$ cat src/rtl/park_pkg.sv
// Shared types, widths and arithmetic helpers for the parking session controller.
package park_pkg;

  localparam int unsigned CNT_W   = 3;
  localparam int unsigned PRICE_W = 2;
  localparam int unsigned UNIT_W  = 4;
  localparam int unsigned FEE_W   = 6;
  localparam int unsigned SUM_W   = CNT_W + 2;

  typedef enum logic [2:0] {
    ST_IDLE   = 3'd0,
    ST_BROWSE = 3'd1,
    ST_PARKED = 3'd2,
    ST_BILL   = 3'd3
  } state_t;

  localparam logic [2:0] LOT_NONE = 3'd0;
  localparam logic [2:0] LOT_A    = 3'd1;
  localparam logic [2:0] LOT_B    = 3'd2;

  // Fee is start + add*units; 3 + 3*15 = 48 fits in FEE_W bits.
  function automatic logic [FEE_W-1:0] calc_fee(
    input logic [PRICE_W-1:0] start,
    input logic [PRICE_W-1:0] add,
    input logic [UNIT_W-1:0]  units
  );
    return FEE_W'(start) + FEE_W'(add) * FEE_W'(units);
  endfunction

  // Apply up to two increments and two decrements, clamped to [0, total].
  function automatic logic [CNT_W-1:0] next_left(
    input logic [CNT_W-1:0] left,
    input logic [1:0]       inc,
    input logic [1:0]       dec,
    input logic [CNT_W-1:0] total
  );
    logic [SUM_W-1:0] sum;
    sum = SUM_W'(left) + SUM_W'(inc);
    if (sum < SUM_W'(dec)) return '0;
    sum = sum - SUM_W'(dec);
    if (sum > SUM_W'(total)) return total;
    return CNT_W'(sum);
  endfunction

endpackage

$ cat src/rtl/park_bill_timer.sv
// Billing timer: divides clk into billing units and counts them, saturating at 15.
module park_bill_timer
  import park_pkg::*;
#(
  parameter int unsigned TICK_DIV = 100_000_000
) (
  input  logic              clk,
  input  logic              rst,
  input  logic              clr,
  input  logic              en,
  output logic              tick_c,
  output logic [UNIT_W-1:0] units
);

  localparam int unsigned CYC_W = (TICK_DIV > 1) ? $clog2(TICK_DIV) : 1;

  logic [CYC_W-1:0] cyc_q;

  assign tick_c = en && (cyc_q == CYC_W'(TICK_DIV - 1));

  // Clock-enable divider; clear restarts a full unit period.
  always_ff @(posedge clk) begin
    if (rst || clr) begin
      cyc_q <= '0;
    end else if (en) begin
      cyc_q <= tick_c ? '0 : cyc_q + CYC_W'(1);
    end
  end

  always_ff @(posedge clk) begin
    if (rst || clr) begin
      units <= '0;
    end else if (tick_c && (units != '1)) begin
      units <= units + UNIT_W'(1);
    end
  end

endmodule

$ cat src/rtl/park_session_ctrl.sv
// Session FSM, lot occupancy and billing for the parking-lot display path.
module park_session_ctrl
  import park_pkg::*;
#(
  parameter int unsigned TOTAL_A  = 5,
  parameter int unsigned TOTAL_B  = 7,
  parameter int unsigned START_A  = 2,
  parameter int unsigned START_B  = 3,
  parameter int unsigned ADD_A    = 1,
  parameter int unsigned ADD_B    = 2,
  parameter int unsigned TICK_DIV = 100_000_000
) (
  input  logic               clk,
  input  logic               rst,
  input  logic               sel_a,
  input  logic               sel_b,
  input  logic               confirm,
  input  logic               cancel,
  input  logic               leave,
  input  logic               ext_in_a,
  input  logic               ext_in_b,
  input  logic               ext_out_a,
  input  logic               ext_out_b,
  output logic [2:0]         current,
  output logic [CNT_W-1:0]   total_a,
  output logic [CNT_W-1:0]   total_b,
  output logic [CNT_W-1:0]   left_a,
  output logic [CNT_W-1:0]   left_b,
  output logic [PRICE_W-1:0] price_start_a,
  output logic [PRICE_W-1:0] price_start_b,
  output logic [PRICE_W-1:0] price_add_a,
  output logic [PRICE_W-1:0] price_add_b,
  output logic [2:0]         state,
  output logic [UNIT_W-1:0]  units,
  output logic [FEE_W-1:0]   fee,
  output logic               fee_valid,
  output logic               reject
);

  assign total_a       = CNT_W'(TOTAL_A);
  assign total_b       = CNT_W'(TOTAL_B);
  assign price_start_a = PRICE_W'(START_A);
  assign price_start_b = PRICE_W'(START_B);
  assign price_add_a   = PRICE_W'(ADD_A);
  assign price_add_b   = PRICE_W'(ADD_B);

  state_t             state_q, state_d;
  logic [2:0]         current_d;
  logic [FEE_W-1:0]   fee_d;
  logic               fee_valid_d;
  logic               reject_d;
  logic               enter_a, enter_b, leave_a, leave_b;
  logic               tmr_clr, tmr_en, tick;
  logic [UNIT_W-1:0]  fee_units;
  logic [CNT_W-1:0]   cur_left;
  logic [PRICE_W-1:0] cur_start, cur_add;

  assign tmr_en = (state_q == ST_PARKED);

  park_bill_timer #(
    .TICK_DIV(TICK_DIV)
  ) u_timer (
    .clk    (clk),
    .rst    (rst),
    .clr    (tmr_clr),
    .en     (tmr_en),
    .tick_c (tick),
    .units  (units)
  );

  // A leave coinciding with a tick bills the already-incremented count.
  assign fee_units = (tick && (units != '1)) ? units + UNIT_W'(1) : units;

  assign cur_left  = (current == LOT_A) ? left_a        : left_b;
  assign cur_start = (current == LOT_A) ? price_start_a : price_start_b;
  assign cur_add   = (current == LOT_A) ? price_add_a   : price_add_b;

  always_ff @(posedge clk) begin
    if (rst) begin
      state_q   <= ST_IDLE;
      current   <= LOT_NONE;
      fee       <= '0;
      fee_valid <= 1'b0;
      reject    <= 1'b0;
    end else begin
      state_q   <= state_d;
      current   <= current_d;
      fee       <= fee_d;
      fee_valid <= fee_valid_d;
      reject    <= reject_d;
    end
  end

  assign state = state_q;

  always_comb begin
    state_d   = state_q;
    current_d = current;
    fee_d     = fee;
    reject_d  = 1'b0;
    enter_a   = 1'b0;
    enter_b   = 1'b0;
    leave_a   = 1'b0;
    leave_b   = 1'b0;
    tmr_clr   = 1'b0;
    case (state_q)
      ST_IDLE: begin
        current_d = LOT_NONE;
        if (sel_a) begin
          state_d   = ST_BROWSE;
          current_d = LOT_A;
        end else if (sel_b) begin
          state_d   = ST_BROWSE;
          current_d = LOT_B;
        end
      end
      ST_BROWSE: begin
        if (confirm) begin
          if (cur_left != '0) begin
            state_d = ST_PARKED;
            tmr_clr = 1'b1;
            enter_a = (current == LOT_A);
            enter_b = (current == LOT_B);
          end else begin
            reject_d = 1'b1;
          end
        end else if (cancel) begin
          state_d   = ST_IDLE;
          current_d = LOT_NONE;
        end else if (sel_a) begin
          current_d = LOT_A;
        end else if (sel_b) begin
          current_d = LOT_B;
        end
      end
      ST_PARKED: begin
        if (leave) begin
          state_d = ST_BILL;
          fee_d   = calc_fee(cur_start, cur_add, fee_units);
          leave_a = (current == LOT_A);
          leave_b = (current == LOT_B);
        end
      end
      ST_BILL: begin
        if (confirm) begin
          state_d   = ST_IDLE;
          current_d = LOT_NONE;
        end
      end
      default: begin
        state_d   = ST_IDLE;
        current_d = LOT_NONE;
      end
    endcase
    fee_valid_d = (state_d == ST_BILL);
  end

  // Occupancy tracks external traffic in every state plus the session car.
  always_ff @(posedge clk) begin
    if (rst) begin
      left_a <= CNT_W'(TOTAL_A);
      left_b <= CNT_W'(TOTAL_B);
    end else begin
      left_a <= next_left(left_a, 2'(ext_out_a) + 2'(leave_a),
                          2'(ext_in_a) + 2'(enter_a), total_a);
      left_b <= next_left(left_b, 2'(ext_out_b) + 2'(leave_b),
                          2'(ext_in_b) + 2'(enter_b), total_b);
    end
  end

endmodule

$ cat config.mk
export PLATFORM = sky130hd
export DESIGN_NAME = park_session_ctrl
export DESIGN_NICKNAME = d
export VERILOG_FILES = /design/src/rtl/park_pkg.sv /design/src/rtl/park_bill_timer.sv /design/src/rtl/park_session_ctrl.sv
export SDC_FILE = /design/constraint.sdc
export NUM_CORES = 1
export LEC_CHECK = 0
export ABC_AREA = 0
export BUFFER_PORTS_ARGS = -buffer_cell sky130_fd_sc_hd__buf_2
export CAP_MARGIN = 5
export CORE_MARGIN = 8
export CORE_UTILIZATION = 25
export DETAILED_ROUTE_END_ITERATION = 7
export GPL_TIMING_DRIVEN = 0
export PLACE_DENSITY = 0.52
export REMOVE_ABC_BUFFERS = 1
export SLEW_MARGIN = 20
export SYNTH_ARGS = -nofsm -noshare
export SYNTH_HDL_FRONTEND = slang
export SYNTH_HIERARCHICAL = 1
export SYNTH_SLANG_ARGS = --single-unit
$ cat constraint.sdc
create_clock -name clk -period 8.3 [get_ports clk]
set_input_delay 1.66 -clock clk [delete_from_list [all_inputs] [get_ports clk]]
set_output_delay 1.66 -clock clk [all_outputs]
set_load 0.02 [all_outputs]
==> results of run 1 <==
==> cells in the mapped netlist (all sizes together), types with 3 or more instances <==
cell type	n
xor2	12
a21oi	12
and3	4
nand2b	8
o21bai	3
xnor2	20
ha	13
dfxtp	50
nor4	4
and4	8
nor3	16
nor2	45
or3	3
inv	16
clkbuf	4
nand2	21
nand4	6
fa	5
and2	4
nor2b	4
mux2i	9
buf	21
nand3	15
a211oi	6
==> registers in the layout, indices dropped and copies added (netlist names), 2 cells and up <==
register and flops:
current 2, u_timer/cyc_q 27, state 3, fee 6, left_b 3, left_a 3
u_timer/units 4
==> worst max path at each step <==
stage	startpoint	end	slack, ps
after global placement	leave	left_a[0]	4120
after CTS	state[1]	fee[5]	4200
after global routing	state[1]	fee[5]	3870
final	state[1]	fee[5]	4220
after detailed placement	leave	left_a[0]	4050
after floorplan	leave	left_a[0]	4430
==> through the flow <==
| stage | cell area (µm²) | setup slack [ps] |
|---|---|---|
| finish | 3250 | 4220 |
| global route | 3250 | 3870 |
| CTS | 3250 | 4200 |
| detailed placement | 3100 | 4050 |
| global placement | 3100 | 4120 |
| floorplan | 2760 | 4430 |
==> per-layer routing <==
layer | wire length (µm) | vias to the layer above | GRT usage, %
met5 | 0 | - | 0
met4 | 121 | 0 | 3.84
met3 | 299 | 8 | 1.74
met2 | 2840 | 35 | 13.8
met1 | 2910 | 1100 | 10.4
li1 | - | 1171 | -
==> critical path, cell delays in order (launching register included) <==
cell and delay, ps:
dfxtp_1 490, nor3b_1 710, and4_1 490, nand2_4 90, or3_1 490, inv_1 160
nand2_1 110, xor2_1 180, mux2i_1 280, inv_1 110, fa_1 460, nor3_1 220
nand2_1 90, a21oi_1 140
==> logic make-up (layout without fill, tap and decap cells) <==
group | Yosys count | after routing
AO/OA/AOI/OAI | 32 | 32
buffers and inverters | 41 | 57
adder cells (fa/ha/maj) | 18 | 18
AND/OR/NAND/NOR | 149 | 149
flip-flops | 50 | 50
multiplexers | 9 | 9
XOR/XNOR | 32 | 32
other | 2 | 17
==> layout make-up <==
class	instances	area, µm²	share of cell area (%)
Clock buffer	5	125	3.85
Clock inverter	3	21.3	0.655
Inverter	16	60.1	1.85
Multi-Input combinational cell	257	1700	52.2
Sequential cell	50	1000	30.8
Tap cell	143	179	5.51
Timing Repair Buffer	33	165	5.08
==> power by group <==
group,total [mW],switching (mW),internal [mW]
logic,0.142,0.0844,0.0578
registers,0.265,0.0139,0.251
clock network,0.204,0.0923,0.112
==> metrics.cfg, run 1 <==
[job]
cap_viol_max_count = 0

[yosys]
synth_largest_area_cell = dfxtp_1
synth.yosys.warnings = 6
synth_fa_ha_area_share_pct = 9.15
dominant_combinational_cell_family_by_area_after_synthesis = simple AND/OR/NAND/NOR gates
leading_register_cell_type_out_of_synthesis = dfxtp_1
synth_top_area_share_pct = 34.9
postSynthAreaPerCell_um2 = 8.62
synth-async-reset-ratio_pct = 0
synth.lib_cells_used.distinct = 48
synthCells = 333
post_synth_edffs = 0
synth_seq_cells = 50
yosys-mux-area-fraction_pct = 3.14
synth_top_cells_by_area = dfxtp_1, xnor2_1, nor2_1
syn_area_um2 = 2870
post_synth_xor_area_fraction_pct = 9.76
synth_sequential_area_ratio_pct = 34.9
synth_compound_gate_area_share_pct = 7.28
synth-simple-area-share_pct = 27.5

[layout]
syn_to_final_growth_pct = 13.1
layout_commonest_cell = dfxtp_1
final-instance-count-excl-fill = 507
num_antenna_cells = 0
layout.core_utilization_pct = 28.7
filler_cell_count = 1210
layout-drive-gt1-share_pct = 14.0
layout_common_cells = dfxtp_1, nor2_1, buf_2
finish.net_count = 392

[placed_design]
place_congestion = 0.784
dpl.cell_count = 499
dp_hpwl_um = 4680
io_buffers = 33

[setup_path]
critPathKind = flip-flop to flip-flop
worstSetupStartpointType = flip-flop
rr_worst_depth = 13
cp.arrival_ps = 4300
crit_end_element = flip-flop
cp.required_ps = 8520
r2r_start = state[1]
timing.critical_path.fanout_max = 9
rrSetupSlack_ps = 4220
rr_endpoint = fee[5]

[die]
die_x_extent_um = 123
initial_core_util_pct = 25.4
placement_rows = 39
coreArea_um2 = 11300
die-area_um2 = 15200
ioPinCount = 49
chipHeight_um = 123

[global_route]
global_route_wire_length_before_repair_um = 10500
grtUsageTotal_pct = 8.42
antenna_found_initial = 0
first_global_vias = 2240
grt_overflow = 0
grt_max_degree = 26

[sta]
whs_ps = 487
setup_tns_ps = 0
finalHoldViolations = 0
finalClockSkew_ps = 7.14
final_min_period_over_clock_period_pct = 49.2
slew-limit-headroom_pct = 37.0
rsz0062_at_grt = no
clock.fmax_ghz = 0.245
timing.final.max_slew_violations = 0
timing_worst_slew_pin_value_ps = 946
layout_min_cycle_time_ps = 4080
timing.final.setup_violations = 0

[clock_tree]
clk_transition_reported_paths_ps = 70
clock-sinks = 50
number_of_buffers_created_by_cts = 5
htree_levels = 2
post_cts_buffers = 0
post_cts_resized = 0
cts_hold_repair.buffers = 0
clk_latency_ps = 290
ctsRootBufferMaster = clkbuf_16
cts-root-to-sink-buffers = 2
tritoncts_clock_tree = yes

[detailed_routing]
drtAntennaViolNets = 0
detail_route.wirelength_um = 6170
route.detailed.vias_per_inst = 4.56
drt-initial-drc-count = 108
avgRoutedWirePerCell_um = 12.2
route.detailed.drc = 0
via_count = 2314
drtPass1Iterations = 5

[hold_path]
timing.hold.worst.class = flip-flop to flip-flop
timing.hold.worst.start = fee[5]
cell_depth_of_the_worst_min_delay_path = 2
timing.hold.worst_endpoint = fee[5]

[status]
outcome = complete, no violations

[power_and_ir_drop]
power.static_leakage_nw = 1.26
pwr_density_cell_nw_per_um2 = 188
totalPowerFinal_uw = 612
max-vdd-ir-drop_mv = 0.0727

No activity file was read; power rests on OpenSTA's default activity.
==> inputs of run 2 (changes only) <==
- clock period: 8.3 -> 4.1 ns (I/O delays scaled with it)
==> run 2 against run 1 <==
Compared with the run above:
- clock power up 100%
- fmax rose by 8.4%
- worst hold slack is the same
- largest cell class unchanged
==> metrics.cfg, run 2 (same netlist as run 1, synthesis figures left out) <==
[sta]
final_min_period_over_clock_period_pct = 91.9  ; was 49.2%
setup_tns_ps = 0  ; unchanged
finalClockSkew_ps = 7.13  ; was 7.14 ps
timing.final.setup_violations = 0  ; unchanged
clock.fmax_ghz = 0.265  ; was 0.245 GHz
finalHoldViolations = 0  ; unchanged
slew-limit-headroom_pct = 37.0  ; about the same
rsz0062_at_grt = no  ; unchanged
timing.final.max_slew_violations = 0  ; unchanged
layout_min_cycle_time_ps = 3770  ; was 4080 ps
timing_worst_slew_pin_value_ps = 946  ; about the same
final.setup.worst_slack_ps = 332  ; was 4220 ps

[layout]
filler_cell_count = 1210  ; unchanged
layout-drive-gt1-share_pct = 14.3  ; was 14.0%
largest_register_by_flop_count = u_timer/cyc_q  ; unchanged
syn_to_final_growth_pct = 13.3  ; was 13.1%
num_antenna_cells = 0  ; unchanged
largest_register_ffs = 27  ; unchanged
layout_commonest_cell = dfxtp_1  ; unchanged
layout_common_cells = dfxtp_1, nor2_1, buf_2  ; unchanged
layout_top_registers = u_timer/cyc_q x27, fee x6, u_timer/units x4  ; unchanged
finish.net_count = 392  ; unchanged

[power_and_ir_drop]
pwr_density_cell_nw_per_um2 = 381  ; was 188 nW/µm²
max-vdd-ir-drop_mv = 0.147  ; was 0.0727 mV
power.static_leakage_nw = 1.26  ; about the same

[setup_path]
critical-path-slowest-cell = or3_1  ; was nor3b_1
crit_end_element = flip-flop  ; unchanged
crit_chain = nor3b_2, and4_1, nand2_4, or3_1, inv_1, nand2_1, xor2_1, mux2i_1, inv_1, fa_1, nor3_1, nand2_1, a21oi_1  ; was nor3b_1, and4_1, nand2_4, or3_1, inv_1, nand2_1, xor2_1, mux2i_1, inv_1, fa_1, nor3_1, nand2_1, a21oi_1
cp.required_ps = 4320  ; was 8520 ps
max_stage_delay_ps = 490  ; was 710 ps
critPathTopFamily = simple AND/OR/NAND/NOR gates  ; unchanged
timing.critical_path.fanout_max = 9  ; unchanged
critPathKind = flip-flop to flip-flop  ; unchanged
cp_num_buf_inv = 2  ; unchanged
worstSetupStartpointType = flip-flop  ; unchanged
cp.arrival_ps = 3990  ; was 4300 ps

[die]
coreArea_um2 = 11300  ; unchanged
chipHeight_um = 123  ; unchanged
ioPinCount = 49  ; unchanged
initial_core_util_pct = 25.4  ; unchanged
die_x_extent_um = 123  ; unchanged
die-area_um2 = 15200  ; unchanged
placement_rows = 39  ; unchanged

[job]
cap_viol_max_count = 0  ; unchanged

[detailed_routing]
via_count = 2312  ; was 2314
detail_route.wirelength_um = 6160  ; was 6170 µm
route.detailed.vias_per_inst = 4.56  ; about the same
route.detailed.drc = 0  ; unchanged
drtAntennaViolNets = 0  ; unchanged
drtPass1Iterations = 5  ; unchanged
drt-initial-drc-count = 108  ; unchanged
avgRoutedWirePerCell_um = 12.2  ; about the same

[clock_tree]
ctsRootBufferMaster = clkbuf_16  ; unchanged
clk_transition_reported_paths_ps = 70  ; about the same
post_cts_resized = 0  ; unchanged
htree_levels = 2  ; unchanged
post_cts_buffers = 0  ; unchanged
clk_latency_ps = 290  ; about the same
tritoncts_clock_tree = yes  ; unchanged
number_of_buffers_created_by_cts = 5  ; unchanged
cts_hold_repair.buffers = 0  ; unchanged
cts-root-to-sink-buffers = 2  ; unchanged
clock-sinks = 50  ; unchanged

[global_route]
antenna_found_initial = 0  ; unchanged
global_route_wire_length_before_repair_um = 10500  ; unchanged
grt_overflow = 0  ; unchanged
first_global_vias = 2240  ; unchanged
grtUsageTotal_pct = 8.42  ; unchanged
grt_max_degree = 26  ; unchanged

[status]
outcome = complete, no violations  ; unchanged

[placed_design]
io_buffers = 33  ; unchanged
post-place-ws_ps = 44.0  ; was 4050 ps
place_congestion = 0.784  ; unchanged
dp_hpwl_um = 4680  ; unchanged

[hold_path]
timing.hold.worst.class = flip-flop to flip-flop  ; unchanged

## run 2: cell counts in the layout (fill, tap and decap cells not counted)
Identical to the previous run, type by type.
## run 2: worst paths after layout
| check | from | end | slack, ps | cells past startpoint |
|---|---|---|---|---|
| worst max register to register | state[1] | fee[5] | 330 | 13 |
| worst min-delay path | fee[5] | fee[5] | 490 | 2 |
| worst min register to register | fee[5] | fee[5] | 490 | 2 |
| worst max-delay path | state[1] | fee[5] | 330 | 13 |
## run 2: power breakdown
part | leakage [nW] | total [mW] | switching (mW) | internal (mW)
registers | 0.405 | 0.537 | 0.0282 | 0.509
logic | 0.790 | 0.288 | 0.171 | 0.117
clock network | 0.0698 | 0.413 | 0.187 | 0.226
## run 2: worst register-to-register path, delay by kind of cell (launching register included)
| kind | cells | cell delay, ps |
|---|---|---|
| compound gates | 1 | 140 |
| xor+xnor | 1 | 180 |
| fa+ha+maj | 1 | 460 |
| buf+inv | 2 | 270 |
| flops | 1 | 480 |
| mux | 1 | 280 |
| simple gates | 7 | 1900 |
## run 2: routing by layer
metal	global-route usage [%]	vias up	share of wire, %
li1	-	1170	-
met1	10.4	1099	47
met2	13.8	35	46
met3	1.74	8	4.9
met4	3.84	0	2.0
met5	0	-	0
## run 2: area by class of cell
cell class	count	area (µm²)	area share (%)
Sequential cell	50	1000	30.8
Clock buffer	5	125	3.85
Inverter	16	60.1	1.85
Multi-Input combinational cell	257	1700	52.3
Timing Repair Buffer	33	165	5.08
Clock inverter	3	21.3	0.654
Tap cell	143	179	5.50
## run 2: stage by stage
stage          util [%]  total power, mW  area (µm²)  hold WS (ps)  cells
3_3_place_gp       27.4            0.828        3100           468    499
3_5_place_dp       27.4            0.838        3100           468    499
5_1_grt            28.7             1.32        3250           501    507
4_1_cts            28.7             1.26        3250           486    507
6_report           28.7             1.24        3250           487    507
2_1_floorplan         -            0.757        2760           459    323
==> inputs of run 3 (changes only) <==
- BUFFER_PORTS_ARGS: -buffer_cell sky130_fd_sc_hd__buf_2 -> -buffer_cell sky130_fd_sc_hd__buf_4
- CORE_MARGIN: 8 -> 2
==> run 3 against run 2 <==
Compared with the run above:
- critical path type unchanged
- combinational power is 3% higher
- non-clock buffer count is 3 higher
- highest routed layer unchanged
- register-to-register slack improved by 150 ps
- sequential share of layout area is 1.2 points lower
- sequential power hardly changed
==> metrics.cfg, run 3 (same netlist as run 1, synthesis figures left out) <==
[power_and_ir_drop]
p_switching_uw = 373  ; was 386 µW
combPwrFrac_pct = 23.0  ; was 23.3%
power.share.sequential_pct = 41.8  ; was 43.4%
internal_power_uw = 917  ; was 852 µW
clock_power_share_pct = 35.2  ; was 33.4%
p_sw_share_pct = 28.9  ; was 31.2%
power.static_leakage_nw = 1.31  ; was 1.26 nW
max-vdd-ir-drop_mv = 0.167  ; was 0.147 mV
pwr_density_cell_nw_per_um2 = 381  ; about the same

[clock_tree]
clock-sinks = 50  ; unchanged
clk_latency_ps = 290  ; about the same
cts_hold_repair.buffers = 0  ; unchanged
cts-root-to-sink-buffers = 2  ; unchanged
tritoncts_clock_tree = yes  ; unchanged
number_of_buffers_created_by_cts = 5  ; unchanged
htree_levels = 2  ; unchanged
clk_transition_reported_paths_ps = 70  ; about the same
ctsRootBufferMaster = clkbuf_16  ; unchanged

[layout]
num_antenna_cells = 0  ; unchanged
filler_cell_count = 1213  ; was 1210
layout_common_cells = dfxtp_1, nor2_1, buf_4  ; was dfxtp_1, nor2_1, buf_2
syn_to_final_growth_pct = 17.9  ; was 13.3%
largest_register_ffs = 27  ; unchanged
layout-drive-gt1-share_pct = 15.0  ; was 14.3%
layout_commonest_cell = dfxtp_1  ; unchanged
layout_top_registers = u_timer/cyc_q x27, fee x6, u_timer/units x4  ; unchanged
sequential_cell_area_um2 = 1000  ; unchanged
largest_register_by_flop_count = u_timer/cyc_q  ; unchanged
finish.net_count = 395  ; was 392
area_used_by_multi_input_combinational_logic_um2 = 1710  ; was 1700 µm²

[sta]
setup_tns_ps = 0  ; unchanged
slew-limit-headroom_pct = 32.1  ; was 37.0%
final_min_period_over_clock_period_pct = 88.1  ; was 91.9%
rsz0062_at_grt = no  ; unchanged
timing.final.setup_violations = 0  ; unchanged
layout_min_cycle_time_ps = 3610  ; was 3770 ps
timing.final.max_slew_violations = 0  ; unchanged
clock.fmax_ghz = 0.277  ; was 0.265 GHz
final.setup.worst_slack_ps = 487  ; was 332 ps
finalClockSkew_ps = 4.71  ; was 7.13 ps
finalHoldViolations = 0  ; unchanged
timing_worst_slew_pin_value_ps = 1020  ; was 946 ps

[detailed_routing]
avgRoutedWirePerCell_um = 11.6  ; was 12.2 µm
route.detailed.vias_per_inst = 4.46  ; was 4.56
drtPass1Iterations = 4  ; was 5
drtAntennaViolNets = 0  ; unchanged
via_count = 2273  ; was 2312
drt-initial-drc-count = 118  ; was 108
detail_route.wirelength_um = 5900  ; was 6160 µm
route.detailed.drc = 0  ; unchanged

[setup_path]
cp.arrival_ps = 3820  ; was 3990 ps
crit_chain = nor3b_4, and4_1, nand2_4, or3_1, inv_1, nand2_1, xor2_1, mux2i_1, inv_1, fa_1, xor2_1, a211oi_1  ; was nor3b_2, and4_1, nand2_4, or3_1, inv_1, nand2_1, xor2_1, mux2i_1, inv_1, fa_1, nor3_1, nand2_1, a21oi_1
critPathKind = flip-flop to flip-flop  ; unchanged
max_stage_delay_ps = 500  ; was 490 ps
crit_end_element = flip-flop  ; unchanged
rr_worst_depth = 12  ; was 13
worstSetupStartpointType = flip-flop  ; unchanged
critical-path-slowest-cell = dfxtp_1  ; was or3_1
cp.required_ps = 4300  ; was 4320 ps
timing.critical_path.fanout_max = 9  ; unchanged

[global_route]
antenna_found_initial = 0  ; unchanged
grt_overflow = 0  ; unchanged
first_global_vias = 2143  ; was 2240
grtUsageTotal_pct = 9.69  ; was 8.42%
global_route_wire_length_before_repair_um = 10000  ; was 10500 µm
grt_max_degree = 26  ; unchanged

[die]
die_x_extent_um = 111  ; was 123 µm
chipHeight_um = 111  ; was 123 µm
coreArea_um2 = 11300  ; unchanged
placement_rows = 39  ; unchanged
ioPinCount = 49  ; unchanged
die-area_um2 = 12400  ; was 15200 µm²
initial_core_util_pct = 25.4  ; unchanged

[hold_path]
cell_depth_of_the_worst_min_delay_path = 2  ; unchanged
timing.hold.worst.class = flip-flop to flip-flop  ; unchanged

[placed_design]
post-place-ws_ps = -43.4  ; was 44.0 ps
place_congestion = 0.738  ; was 0.784
dp_hpwl_um = 4340  ; was 4680 µm
io_buffers = 33  ; unchanged

[status]
outcome = complete, no violations  ; unchanged

[job]
cap_viol_max_count = 0  ; unchanged

run 3: cell count changes in the layout (fill, tap and decap cells not counted):
| cell | change |
|---|---|
| nor3b_2 | -1 |
| clkinv_4 | -1 |
| clkbuf_8 | +3 |
| clkinvlp_4 | -1 |
| buf_2 | -33 |
| buf_4 | +36 |
| nor3b_4 | +1 |
| clkinv_2 | -1 |
run 3: path summary, 6_finish.rpt:
check | from | slack (ps) | endpoint
max | state[1] | 490 | fee[3]
min | fee[5] | 480 | fee[5]
max reg2reg | state[1] | 490 | fee[3]
min reg2reg | fee[5] | 480 | fee[5]
run 3: through the flow:
| stage | total power [mW] | hold slack [ps] | std cells | util (%) | cell area, µm² |
|---|---|---|---|---|---|
| global route | 1.37 | 504 | 510 | 29.9 | 3380 |
| CTS | 1.31 | 494 | 507 | 29.6 | 3360 |
| detailed placement | 0.848 | 479 | 499 | 28.1 | 3180 |
| global placement | 0.843 | 470 | 499 | 28.1 | 3180 |
| floorplan | 0.757 | 459 | 323 | - | 2760 |
| finish | 1.29 | 484 | 510 | 29.9 | 3380 |
run 3: repair_timing:
item,in CTS,in global routing
resized for setup,1,1
buffers inserted,0,3
endpoints found under the setup margin,2,2
pin swaps,0,0
run 3: per-layer routing:
metal	track usage, %	part of all wire (%)	up-vias
met5	0	0	-
met4	3.62	1.2	0
met3	1.59	3.0	5
met2	15.4	45	34
met1	13.2	50	1057
li1	-	-	1177
run 3: final cells by class:
type	count	area share (%)
Sequential cell	50	29.6
Tap cell	143	5.29
Inverter	16	1.77
Multi-Input combinational cell	257	50.5
Clock buffer	8	4.92
Timing Repair Buffer	36	7.99
run 3: critical path, delay by kind of cell (launching register included):
kind            cells  cell delay (ps)
fa+ha+maj           1              460
mux                 1              280
xor+xnor            2              350
buf+inv             2              270
simple gates        5             1430
compound gates      1              240
flops               1              500
run 3: power groups by stage:
stage | clock network (mW) | registers, mW | logic, mW
after floorplan | 0 | 0.570 | 0.187
after global placement | 0 | 0.549 | 0.294
after detailed placement | 0 | 0.550 | 0.298
after CTS | 0.468 | 0.540 | 0.300
after global routing | 0.491 | 0.544 | 0.338
final | 0.454 | 0.540 | 0.297
